`src/rtl/plic_core.sv`:
```
// ---------------------------------------------------------------------------
// plic_core
//
// Platform-level interrupt controller core for a single hart context.
// IRQ_NUM interrupt sources are supported, and source 0 is hard-wired inactive.
// Each source has a gateway (IDLE / PEND / SERV) that can run in level or edge
// mode. Each source also has a priority and an enable bit. One global
// threshold is shared by all sources. Interrupts are taken through the
// claim/complete protocol, and the core drives one registered external
// interrupt line.
//
// Register port protocol: reg_we_i and reg_re_i are single-cycle strobes with
// no back-pressure. The port is always ready. A write takes effect at the
// clock edge where reg_we_i is sampled high. A read strobe sampled at an edge
// loads reg_rdata_o at that same edge, so the data is valid during the
// following cycle. The two strobes are never high together.
//
// Ports
//   clk_i        clock
//   rst_i        asynchronous active-high reset
//   irq_i        raw interrupt sources (bit 0 ignored)
//   reg_we_i     register write strobe
//   reg_re_i     register read strobe (a read of CLAIM claims)
//   reg_addr_i   word index
//   reg_wdata_i  write data
//   reg_rdata_o  read data, valid the cycle after reg_re_i
//   ext_irq_o    registered interrupt request to the hart
//
// Word map
//   0x00+i PRIO[i]   0x40 IP (RO)   0x41 IE   0x42 THOLD
//   0x43   CLAIM (read) / COMPLETE (write)    0x44 MODE (1 = edge)
// ---------------------------------------------------------------------------
module plic_core #(
    parameter int IRQ_NUM        = 32,
    parameter int IRQ_PRIO_WIDTH = 3,
    parameter int ID_WIDTH       = $clog2(IRQ_NUM)
) (
    input  logic               clk_i,
    input  logic               rst_i,
    input  logic [IRQ_NUM-1:0] irq_i,
    input  logic               reg_we_i,
    input  logic               reg_re_i,
    input  logic [7:0]         reg_addr_i,
    input  logic [31:0]        reg_wdata_i,
    output logic [31:0]        reg_rdata_o,
    output logic               ext_irq_o
);

    localparam logic [7:0] ADDR_IP    = 8'h40;
    localparam logic [7:0] ADDR_IE    = 8'h41;
    localparam logic [7:0] ADDR_THOLD = 8'h42;
    localparam logic [7:0] ADDR_CLAIM = 8'h43;
    localparam logic [7:0] ADDR_MODE  = 8'h44;
    localparam logic [7:0] PRIO_LAST  = 8'(IRQ_NUM - 1);

    // Source 0 is forced low here, so its gateway can never leave IDLE.
    localparam logic [IRQ_NUM-1:0] SRC_MASK = {{(IRQ_NUM-1){1'b1}}, 1'b0};

    typedef enum logic [1:0] {
        GW_IDLE = 2'd0,
        GW_PEND = 2'd1,
        GW_SERV = 2'd2
    } gw_state_t;

    // ------------------------------------------------------------------
    // State
    // ------------------------------------------------------------------
    gw_state_t                 gw_q [IRQ_NUM];
    gw_state_t                 gw_d [IRQ_NUM];
    logic [IRQ_NUM-1:0]        edge_seen_q;
    logic [IRQ_NUM-1:0]        edge_seen_d;
    logic [IRQ_NUM-1:0]        irq_src;
    logic [IRQ_NUM-1:0]        irq_q;
    logic [IRQ_NUM-1:0]        rise_q;

    logic [IRQ_PRIO_WIDTH-1:0] prio_q [IRQ_NUM];
    logic [IRQ_NUM-1:0]        ie_q;
    logic [IRQ_NUM-1:0]        mode_q;
    logic [IRQ_PRIO_WIDTH-1:0] thold_q;

    logic [ID_WIDTH-1:0]       max_id_q;
    logic [IRQ_PRIO_WIDTH-1:0] max_prio_q;
    logic                      max_valid_q;

    // ------------------------------------------------------------------
    // Register port decode
    // ------------------------------------------------------------------
    logic                      prio_sel;
    logic [ID_WIDTH-1:0]       prio_idx;
    logic                      claim_rd;
    logic                      claim_ok;
    logic                      claim_fire;
    logic                      cpl_wr;
    logic [ID_WIDTH-1:0]       cpl_id;

    assign irq_src    = irq_i & SRC_MASK;
    assign prio_sel   = (reg_addr_i <= PRIO_LAST);
    assign prio_idx   = reg_addr_i[ID_WIDTH-1:0];
    assign claim_rd   = reg_re_i && (reg_addr_i == ADDR_CLAIM);
    // Claims use the registered winner, so a PRIO or IE write in the same
    // cycle cannot affect which ID is returned.
    assign claim_ok   = max_valid_q && (max_prio_q > thold_q);
    assign claim_fire = claim_rd && claim_ok;
    assign cpl_wr     = reg_we_i && (reg_addr_i == ADDR_CLAIM);
    assign cpl_id     = reg_wdata_i[ID_WIDTH-1:0];

    // ------------------------------------------------------------------
    // Edge detector. The rising edge is registered once. This adds one
    // cycle of latency in edge mode compared with level mode.
    // ------------------------------------------------------------------
    always_ff @(posedge clk_i or posedge rst_i) begin
        if (rst_i) begin
            irq_q  <= '0;
            rise_q <= '0;
        end else begin
            irq_q  <= irq_src;
            rise_q <= irq_src & ~irq_q;
        end
    end

    // ------------------------------------------------------------------
    // Gateway FSMs: state register
    // ------------------------------------------------------------------
    always_ff @(posedge clk_i or posedge rst_i) begin
        if (rst_i) begin
            for (int i = 0; i < IRQ_NUM; i++) begin
                gw_q[i] <= GW_IDLE;
            end
            edge_seen_q <= '0;
        end else begin
            for (int i = 0; i < IRQ_NUM; i++) begin
                gw_q[i] <= gw_d[i];
            end
            edge_seen_q <= edge_seen_d;
        end
    end

    // ------------------------------------------------------------------
    // Gateway FSMs: next state
    // ------------------------------------------------------------------
    always_comb begin
        for (int i = 0; i < IRQ_NUM; i++) begin
            gw_d[i]        = gw_q[i];
            edge_seen_d[i] = edge_seen_q[i];
        end
        for (int i = 0; i < IRQ_NUM; i++) begin
            case (gw_q[i])
                GW_IDLE: begin
                    if (mode_q[i] ? rise_q[i] : irq_src[i]) begin
                        gw_d[i] = GW_PEND;
                    end
                end
                GW_PEND: begin
                    if (claim_fire && (max_id_q == ID_WIDTH'(i))) begin
                        gw_d[i] = GW_SERV;
                    end
                    if (mode_q[i] && rise_q[i]) begin
                        edge_seen_d[i] = 1'b1;
                    end
                end
                GW_SERV: begin
                    if (cpl_wr && (cpl_id == ID_WIDTH'(i))) begin
                        // An edge that arrives in the completion cycle
                        // counts as remembered, so it is not lost.
                        if (mode_q[i] && (edge_seen_q[i] || rise_q[i])) begin
                            gw_d[i] = GW_PEND;
                        end else begin
                            gw_d[i] = GW_IDLE;
                        end
                        edge_seen_d[i] = 1'b0;
                    end else if (mode_q[i] && rise_q[i]) begin
                        edge_seen_d[i] = 1'b1;
                    end
                end
                default: begin
                    gw_d[i] = GW_IDLE;
                end
            endcase
            // edge_seen is used only in edge mode. It is kept clear in
            // level mode so a later mode switch starts from a clean state.
            if (!mode_q[i]) begin
                edge_seen_d[i] = 1'b0;
            end
        end
    end

    // ------------------------------------------------------------------
    // Configuration registers
    // ------------------------------------------------------------------
    always_ff @(posedge clk_i or posedge rst_i) begin
        if (rst_i) begin
            for (int i = 0; i < IRQ_NUM; i++) begin
                prio_q[i] <= '0;
            end
            ie_q    <= '0;
            mode_q  <= '0;
            thold_q <= '0;
        end else if (reg_we_i) begin
            if (prio_sel) begin
                for (int i = 1; i < IRQ_NUM; i++) begin
                    if (prio_idx == ID_WIDTH'(i)) begin
                        prio_q[i] <= reg_wdata_i[IRQ_PRIO_WIDTH-1:0];
                    end
                end
            end
            if (reg_addr_i == ADDR_IE) begin
                ie_q <= {reg_wdata_i[IRQ_NUM-1:1], 1'b0};
            end
            if (reg_addr_i == ADDR_MODE) begin
                mode_q <= {reg_wdata_i[IRQ_NUM-1:1], 1'b0};
            end
            if (reg_addr_i == ADDR_THOLD) begin
                thold_q <= reg_wdata_i[IRQ_PRIO_WIDTH-1:0];
            end
        end
    end

    // ------------------------------------------------------------------
    // Arbitration. A strict '>' keeps the first, lowest-ID source when
    // priorities tie. Priority 0 never beats the initial zero, so it can
    // never be selected.
    // ------------------------------------------------------------------
    logic [ID_WIDTH-1:0]       arb_id;
    logic [IRQ_PRIO_WIDTH-1:0] arb_prio;
    logic                      arb_valid;
    logic [IRQ_NUM-1:0]        ip_vec;

    always_comb begin
        arb_id   = '0;
        arb_prio = '0;
        ip_vec   = '0;
        for (int i = 0; i < IRQ_NUM; i++) begin
            ip_vec[i] = (gw_q[i] == GW_PEND);
            if (ip_vec[i] && ie_q[i] && (prio_q[i] > arb_prio)) begin
                arb_id   = ID_WIDTH'(i);
                arb_prio = prio_q[i];
            end
        end
        arb_valid = (arb_prio != '0);
    end

    // ------------------------------------------------------------------
    // Read mux
    // ------------------------------------------------------------------
    logic [31:0] rd_val;

    always_comb begin
        rd_val = '0;
        if (prio_sel) begin
            rd_val = 32'(prio_q[prio_idx]);
        end else if (reg_addr_i == ADDR_IP) begin
            rd_val = 32'(ip_vec);
        end else if (reg_addr_i == ADDR_IE) begin
            rd_val = 32'(ie_q);
        end else if (reg_addr_i == ADDR_THOLD) begin
            rd_val = 32'(thold_q);
        end else if (reg_addr_i == ADDR_CLAIM) begin
            rd_val = claim_ok ? 32'(max_id_q) : 32'd0;
        end else if (reg_addr_i == ADDR_MODE) begin
            rd_val = 32'(mode_q);
        end
    end

    // ------------------------------------------------------------------
    // Winner pipeline, read data and interrupt output
    // ------------------------------------------------------------------
    always_ff @(posedge clk_i or posedge rst_i) begin
        if (rst_i) begin
            max_id_q    <= '0;
            max_prio_q  <= '0;
            max_valid_q <= 1'b0;
            reg_rdata_o <= '0;
            ext_irq_o   <= 1'b0;
        end else begin
            max_id_q    <= arb_id;
            max_prio_q  <= arb_prio;
            // During a claim, arbitration still sees the claimed gateway as
            // PEND. The winner is therefore dropped for one cycle so that a
            // following claim cannot return the same ID.
            max_valid_q <= claim_rd ? 1'b0 : arb_valid;
            reg_rdata_o <= reg_re_i ? rd_val : 32'd0;
            ext_irq_o   <= max_valid_q && (max_prio_q > thold_q);
        end
    end

endmodule

```
`config.mk`:
```
export PLATFORM = sky130hd
export DESIGN_NAME = plic_core
export DESIGN_NICKNAME = d
export VERILOG_FILES = /design/src/rtl/plic_core.sv
export SDC_FILE = /design/constraint.sdc
export NUM_CORES = 1
export LEC_CHECK = 0
export ABC_AREA = 1
export ABC_CLOCK_PERIOD_IN_PS = 38000
export CAP_MARGIN = 20
export CORE_ASPECT_RATIO = 0.75
export CORE_UTILIZATION = 60
export CTS_CLUSTER_DIAMETER = 60
export DETAILED_ROUTE_END_ITERATION = 7
export MAX_ROUTING_LAYER = met4
export PLACE_DENSITY = 0.78
export SLEW_MARGIN = 30
export SYNTH_ARGS = -nofsm -noshare
export SYNTH_HDL_FRONTEND = slang
export SYNTH_SLANG_ARGS = --single-unit
export TNS_END_PERCENT = 100
```
`constraint.sdc`:
```
create_clock -name clk_i -period 38 [get_ports clk_i]
set_input_delay 11.4 -clock clk_i [delete_from_list [all_inputs] [get_ports clk_i]]
set_output_delay 11.4 -clock clk_i [all_outputs]
set_load 0.01 [all_outputs]
```
Word-level counts from Yosys, hierarchy flattened
Cells that the tools add are included.
W data, S select, Z words.
{"block": "word_totals", "regBits": 358, "inputBits": 76, "word_cells": 1141}
{"block": "classes", "n_lt_le_gt_ge": 34, "eq_ne": 288, "mux": 387, "n_bitwise": 4, "n_reduce_logical": 324}
{"op": "$eq A5 B5 Y1 const B", "count": 48}
{"op": "$mux W32", "count": 7}
{"op": "$logic_and A1 B1 Y1", "count": 192}
{"op": "$pmux W2 S3", "count": 32}
{"op": "$mux W2", "count": 95}
{"op": "$reduce_and A3 Y1", "count": 63}
{"op": "$mux W1", "count": 157}
{"op": "$mux W5", "count": 31}
{"op": "$ne A2 B2 Y1 const B", "count": 63}
{"op": "$eq A5 B4 Y1 const B", "count": 24}
{"op": "$mux W3", "count": 33}
{"op": "$gt A3 B3 Y1", "count": 31}
{"op": "$ne A3 B1 Y1 const B", "count": 31}
{"op": "$eq A2 B1 Y1 const B", "count": 32}
{"op": "$eq A2 B2 Y1 const B", "count": 32}
{"op": "$logic_not A2 Y1", "count": 32}
{"op": "$ne A2 B1 Y1 const B", "count": 32}
{"op": "$pmux W1 S2", "count": 31}
{"op": "$eq A5 B3 Y1 const B", "count": 12}
{"op": "$eq A8 B7 Y1 const B", "count": 5}
{"op": "$and A32 B32 Y32", "count": 1}
{"op": "$not A32 Y32", "count": 1}
{"op": "$logic_or A1 B1 Y1", "count": 31}
{"op": "$eq A5 B2 Y1 const B", "count": 6}
{"op": "other kinds (10)", "count": 15}

Logic depth before layout (Yosys ltp)
{"block": "depth", "word_depth": 96, "mapped_depth": 232, "ltp_nobuf": 232}

Worst setup path after synthesis
OpenSTA, ideal clock, no wires.
{"block": "synth_path", "path_type": "flip-flop to flip-flop", "startpoint": "register gw_q[61] (netlist name)", "endpoint": "register max_valid_q", "setup_ps": 123, "t_arrival_ps": 29011, "slack_ps": 8866, "path_stages_with_launch": 212, "path_buffers": 0, "period_less_slack_ps": 29134, "path_cell_list": "dfrtp_1 > inv_2 > nand2_2 > nor2_4 > nand2_1 > ha_1 > nand2_1 > nor2_1 > nor2_1 > nand2_2 > nand2_1 > o21ai_1 > ha_1 > nand3_1 > nand2_1 > inv_2 > nand2_1 > nand2_4 > [176 not listed] > o32a_1 > nand2_2 > nand2_2 > nand2_2 > nand2_1 > ha_1 > a311oi_1 > nand2_1 > or2_2 > nand2_1 > ha_1 > a311oi_1 > nand2_1 > o21a_1 > inv_1 > nand3_1 > nor2_1 > nor2_1"}
{"block": "synth_between", "elab_chain_len": 96}
{"item": "start, declared", "line": "68", "text": "gw_state_t gw_q [IRQ_NUM];"}
{"item": "start signal, assigned by index", "line": "132", "text": "gw_q[i] <= gw_d[i];"}
{"item": "$eq A2 B1 Y1 (*)", "line": "233", "text": "ip_vec[i] = (gw_q[i] == GW_PEND);"}
{"item": "$logic_and A1 B1 Y1 (*) (2 in series)", "line": "234", "text": "if (ip_vec[i] && ie_q[i] && (prio_q[i] > arb_prio)) begin"}
{"item": "$mux W3 (*)", "line": "234"}
{"item": "$gt A3 B3 Y1", "line": "234"}
{"item": "$logic_and A1 B1 Y1", "line": "234"}
{"item": "$mux W3 (*)", "line": "234"}
{"item": "$gt A3 B3 Y1", "line": "234"}
{"item": "$logic_and A1 B1 Y1", "line": "234"}
{"item": "[80 not listed]"}
{"item": "$logic_and A1 B1 Y1", "line": "234"}
{"item": "$mux W3 (*)", "line": "234"}
{"item": "$gt A3 B3 Y1", "line": "234"}
{"item": "$logic_and A1 B1 Y1", "line": "234"}
{"item": "$mux W3 (*)", "line": "234"}
{"item": "net arb_prio[2]", "line": "224", "text": "logic [IRQ_PRIO_WIDTH-1:0] arb_prio;"}
{"item": "$reduce_bool A3 Y1 (*)", "line": "239", "text": "arb_valid = (arb_prio != '0);"}
{"item": "$mux W1 (*)", "line": "280", "text": "max_valid_q <= claim_rd ? 1'b0 : arb_valid;"}
{"item": "end signal, assigned", "line": "280"}
{"item": "end, declared", "line": "83", "text": "logic max_valid_q;"}
The timed path passes the listed nets; every way through them passes the cells marked *.
A chain may end at the register's enable or synchronous reset.

Worst setup path after layout
Same ends and word-level chain as after synthesis.

==> flow_summary.html <==
<table>
<tr><th>Metric</th><th>Value</th></tr>
<tr><th colspan="2">Outcome</th></tr>
<tr><td>Outcome</td><td>complete, no violations</td></tr>
<tr><th colspan="2">Placement</th></tr>
<tr><td>Port Buf Inserts</td><td>107</td></tr>
<tr><td>Weighted congestion reported at the end of routability-driven placement</td><td>1.01</td></tr>
<tr><td>Placed wire-length estimate after detailed placement</td><td>45700 µm</td></tr>
<tr><td>Instance area after placement</td><td>21200 µm²</td></tr>
<tr><th colspan="2">Final layout</th></tr>
<tr><td>Net count reported at finish</td><td>2781</td></tr>
<tr><td>Synth-to-layout area growth</td><td>15.1%</td></tr>
<tr><td>Most frequent standard cell in the layout excluding fill and tap cells</td><td>sky130_fd_sc_hd__inv_1</td></tr>
<tr><td>Fraction of final layout cells with drive strength greater than 1</td><td>8.83%</td></tr>
<tr><td>Top library cells by usage in the layout, fill and taps aside</td><td>sky130_fd_sc_hd__inv_1, sky130_fd_sc_hd__nand2_1, sky130_fd_sc_hd__o21ai_0, sky130_fd_sc_hd__dfrtp_1, sky130_fd_sc_hd__nor2_1</td></tr>
<tr><td>Filler Cells Inserted</td><td>2554</td></tr>
<tr><td>Final Instance Area</td><td>22500 µm²</td></tr>
<tr><th colspan="2">Floorplan</th></tr>
<tr><td>Die span in y</td><td>158 µm</td></tr>
<tr><td>Placeable core region</td><td>31700 µm²</td></tr>
<tr><td>Die outline width</td><td>211 µm</td></tr>
<tr><td>IO Pins</td><td>109</td></tr>
<tr><td>Row cnt</td><td>56</td></tr>
<tr><td>Floorplan die area</td><td>33300 µm²</td></tr>
<tr><td>Starting density of the core</td><td>61.8%</td></tr>
<tr><th colspan="2">STA</th></tr>
<tr><td>Final critical path time including I/O delays and setup</td><td>34.02 ns</td></tr>
<tr><td>Final worst-path cycle share</td><td>89.5%</td></tr>
<tr><td>Setup Viol. Count Final</td><td>0</td></tr>
<tr><td>Rel. slew slack</td><td>36.6%</td></tr>
<tr><td>Max Slew Vio Count</td><td>0</td></tr>
<tr><td>Setup repair after global routing missed its margin</td><td>no</td></tr>
<tr><td>Final worst clock skew</td><td>0.0178 ns</td></tr>
<tr><td>Achievable clock frequency</td><td>29.4 MHz</td></tr>
<tr><td>Final count of hold timing violations</td><td>0</td></tr>
<tr><td>Measured slew at the worst slew-check pin</td><td>0.948 ns</td></tr>
<tr><td>Summed negative setup slack over all endpoints</td><td>0 ns</td></tr>
<tr><th colspan="2">Yosys</th></tr>
<tr><td>Net count after synthesis</td><td>2661</td></tr>
<tr><td>Top cell type by total area after synthesis</td><td>sky130_fd_sc_hd__dfrtp_1</td></tr>
<tr><td>Number of library cell types mapped by synthesis</td><td>44</td></tr>
<tr><td>Average cell area after synthesis</td><td>7.69 µm²</td></tr>
<tr><td>Synthesized netlist cell count</td><td>2545</td></tr>
<tr><td>Netlist area before placement</td><td>19600 µm²</td></tr>
<tr><td>Top cells by area, synth</td><td>sky130_fd_sc_hd__dfrtp_1, sky130_fd_sc_hd__o21ai_0, sky130_fd_sc_hd__inv_1, sky130_fd_sc_hd__nand2_1, sky130_fd_sc_hd__nor2_1</td></tr>
<tr><td>Number of warnings printed during yosys synthesis</td><td>3</td></tr>
<tr><td>Share of the synthesized area in the top cell type</td><td>45.4%</td></tr>
<tr><td>Flops &amp; latches, synth</td><td>355</td></tr>
<tr><td>Part of the Yosys area used for sequential elements</td><td>45.4%</td></tr>
<tr><th colspan="2">Worst setup path</th></tr>
<tr><td>Worst Setup SP</td><td>gw_q[61]</td></tr>
<tr><td>Worst Path Max Fanout</td><td>7</td></tr>
<tr><td>Cell family with the largest share of critical-path delay</td><td>simple AND/OR/NAND/NOR gates</td></tr>
<tr><td>Startpoint type of the worst setup path</td><td>register</td></tr>
<tr><td>Required time at the worst-slack endpoint</td><td>38.41 ns</td></tr>
<tr><td>Cell depth of the worst flop-to-flop path</td><td>200</td></tr>
<tr><td>Critical path's slowest cell</td><td>sky130_fd_sc_hd__dfrtp_1</td></tr>
<tr><td>Critical Path End</td><td>max_valid_q</td></tr>
<tr><td>Reg-to-reg startpoint</td><td>gw_q[61]</td></tr>
<tr><td>Arrival time reported for the critical path endpoint</td><td>34.43 ns</td></tr>
<tr><td>Critical path depth in cells</td><td>200</td></tr>
<tr><td>Sum of buffers and inverters on the critical path</td><td>4</td></tr>
<tr><td>Delay of the slowest cell on the worst path</td><td>0.39 ns</td></tr>
<tr><td>Reg2Reg Setup Slack</td><td>3.98 ns</td></tr>
<tr><td>CP most frequent cell</td><td>sky130_fd_sc_hd__nand2_2</td></tr>
<tr><td>Critical path start-end classification</td><td>register to register</td></tr>
<tr><td>CP Capture Type</td><td>register</td></tr>
<tr><td>Capture point of the worst reg-to-reg path</td><td>max_valid_q</td></tr>
<tr><th colspan="2">Global routing</th></tr>
<tr><td>Wire length of the first global-routing pass</td><td>97000 µm</td></tr>
<tr><td>Number of antenna violations at the first check in global routing</td><td>1</td></tr>
<tr><td>Total gr overflow</td><td>0</td></tr>
<tr><td>Maximum number of pins on one net before global-route repair</td><td>179</td></tr>
<tr><td>GRT Util Overall</td><td>39.3%</td></tr>
<tr><td>Vias in the first global route</td><td>17.9k</td></tr>
<tr><th colspan="2">Flow run</th></tr>
<tr><td>Number of violations of the max-capacitance limit</td><td>0</td></tr>
<tr><th colspan="2">CTS</th></tr>
<tr><td>Number of gates resized after CTS</td><td>0</td></tr>
<tr><td>Clock latency on the worst-skew pair</td><td>0.54 ns</td></tr>
<tr><td>Clk sinks</td><td>355</td></tr>
<tr><td>Num CTS Buffers</td><td>37</td></tr>
<tr><td>Hold Buf Count CTS</td><td>0</td></tr>
<tr><td>Total number of H-tree levels</td><td>2</td></tr>
<tr><td>Clock slew at reported path FFs</td><td>0.06 ns</td></tr>
<tr><td>CTS max path bufs</td><td>3</td></tr>
<tr><td>Post-CTS repair timing setup buffer count</td><td>0</td></tr>
<tr><td>Root Driver</td><td>sky130_fd_sc_hd__clkbuf_16</td></tr>
<tr><td>TritonCTS clock tree</td><td>done</td></tr>
<tr><th colspan="2">Hold path</th></tr>
<tr><td>Worst hold path type</td><td>register to register</td></tr>
<tr><th colspan="2">Power</th></tr>
<tr><td>Combinational power share</td><td>19.5%</td></tr>
<tr><td>Clock group share of total power</td><td>38.0%</td></tr>
<tr><td>Pwr Total</td><td>0.00101 W</td></tr>
<tr><td>Cell internal pwr</td><td>0.000696 W</td></tr>
<tr><td>Pleak</td><td>10.7 nW</td></tr>
<tr><td>Power per cell area</td><td>44.8 nW/µm²</td></tr>
<tr><td>Power spent charging and discharging nets</td><td>0.000312 W</td></tr>
<tr><td>Sequential cell fraction of total power</td><td>42.6%</td></tr>
<tr><td>Peak supply drop</td><td>0.0341 mV</td></tr>
<tr><td>Sw Share</td><td>30.9%</td></tr>
<tr><th colspan="2">Detailed routing</th></tr>
<tr><td>Detailed-router iteration count before antenna repair</td><td>6</td></tr>
<tr><td>DRC Markers</td><td>0</td></tr>
<tr><td>Routed length per instance</td><td>20.1 µm</td></tr>
<tr><td>Antenna-violating nets left</td><td>0</td></tr>
<tr><td>Via count</td><td>18.7k</td></tr>
<tr><td>1st-iter DRT viols</td><td>2234</td></tr>
<tr><td>Vias/cell</td><td>5.96</td></tr>
<tr><td>Total routed wirelength</td><td>62800 µm</td></tr>
</table>
[metrics by stage]
stage,cells,hold WS (ns),util (%),setup WS [ns]
after global routing,3131,0.407,71.1,0.601
after floorplan,2545,0.376,-,8.87
after detailed placement,3060,0.384,66.9,4.59
final,3131,0.392,71.1,3.98
after CTS,3128,0.396,71.0,4.33
after global placement,3060,0.380,66.9,5.51
[flip-flops by register name, indices dropped and copies added, names as in the netlist, 3 cells and up]
| register | cells |
|---|---|
| prio_q | 93 |
| gw_q | 62 |
| reg_rdata_o | 32 |
| edge_seen_q | 31 |
| ie_q | 31 |
| irq_q | 31 |
| mode_q | 31 |
| rise_q | 31 |
| max_id_q | 5 |
| max_prio_q | 3 |
| thold_q | 3 |
[power groups by stage]
stage / registers [W] / logic, W / clock network [W]
floorplan: 0.000428 / 0.000134 / 0
global placement: 0.000433 / 0.000181 / 0
detailed placement: 0.000434 / 0.000190 / 0
CTS: 0.000428 / 0.000192 / 0.000384
global route: 0.000432 / 0.000219 / 0.000401
finish: 0.000429 / 0.000196 / 0.000383
[layout make-up]
type,count,area [µm²],share of cell area (%)
antenna,2,5.00,0.0222
clock buffer,53,1150,5.10
clock inverter,15,138,0.611
inverter,474,1790,7.93
multi-input combinational,1665,8720,38.7
sequential,355,8880,39.5
tap,435,544,2.42
timing repair buffer,132,1290,5.73
[synthesized netlist by cell type, drive strengths merged]
cell,count
nor3,26
a211oi,14
a41o,1
nand3,144
dfrtp,355
o21ai,403
ha,40
nand4,7
a21boi,3
a22oi,3
o221ai,21
o32ai,2
a221oi,9
a31oi,16
o211ai,23
nor2,223
a41oi,1
o22ai,46
o32a,1
o31ai,23
o311ai,26
o21bai,2
o2111ai,13
nand2,516
clkbuf,50
clkinv,3
o21a,2
a21oi,73
a31o,5
buf,1
inv,471
and2,1
a311oi,2
or2,18
and3,1
[how the worst min path moves through the flow]
| stage | start | endpoint | cells after the start |
|---|---|---|---|
| floorplan | irq_q[16] | rise_q[16] | 1 |
| global route | irq_q[30] | rise_q[30] | 1 |
| detailed placement | irq_q[12] | rise_q[12] | 1 |
| CTS | irq_q[21] | rise_q[21] | 1 |
| global placement | irq_q[13] | rise_q[13] | 1 |
| finish | irq_q[21] | rise_q[21] | 1 |
[worst register-to-register path, delay by kind of cell, from the launching register on]
family	cells	cell delay (ns)
adder cells (fa/ha/maj)	30	8.70
flip-flops	1	0.39
AND/OR/NAND/NOR	117	13.24
AO/OA/AOI/OAI	49	11.33
buffers and inverters	4	0.26
[layer usage]
metal  vias up  global-route usage, %  part of all wire, %
li1       8661                      -                    -
met1      8801                   53.4                   42
met2      1009                   57.4                   42
met3       179                   9.03                   11
met4         0                   15.6                  4.0
met5         -                      -                    0
[cells by family (layout without fill, tap and decap cells)]
group	count (synthesis)	after routing	synth area share (%)
flip-flops	355	355	45.4
buffers and inverters	525	674	10.1
AO/OA/AOI/OAI	689	689	20.6
other	0	2	0
adder cells (fa/ha/maj)	40	40	2.56
AND/OR/NAND/NOR	936	936	21.4
(Power assumes the default switching activity.)
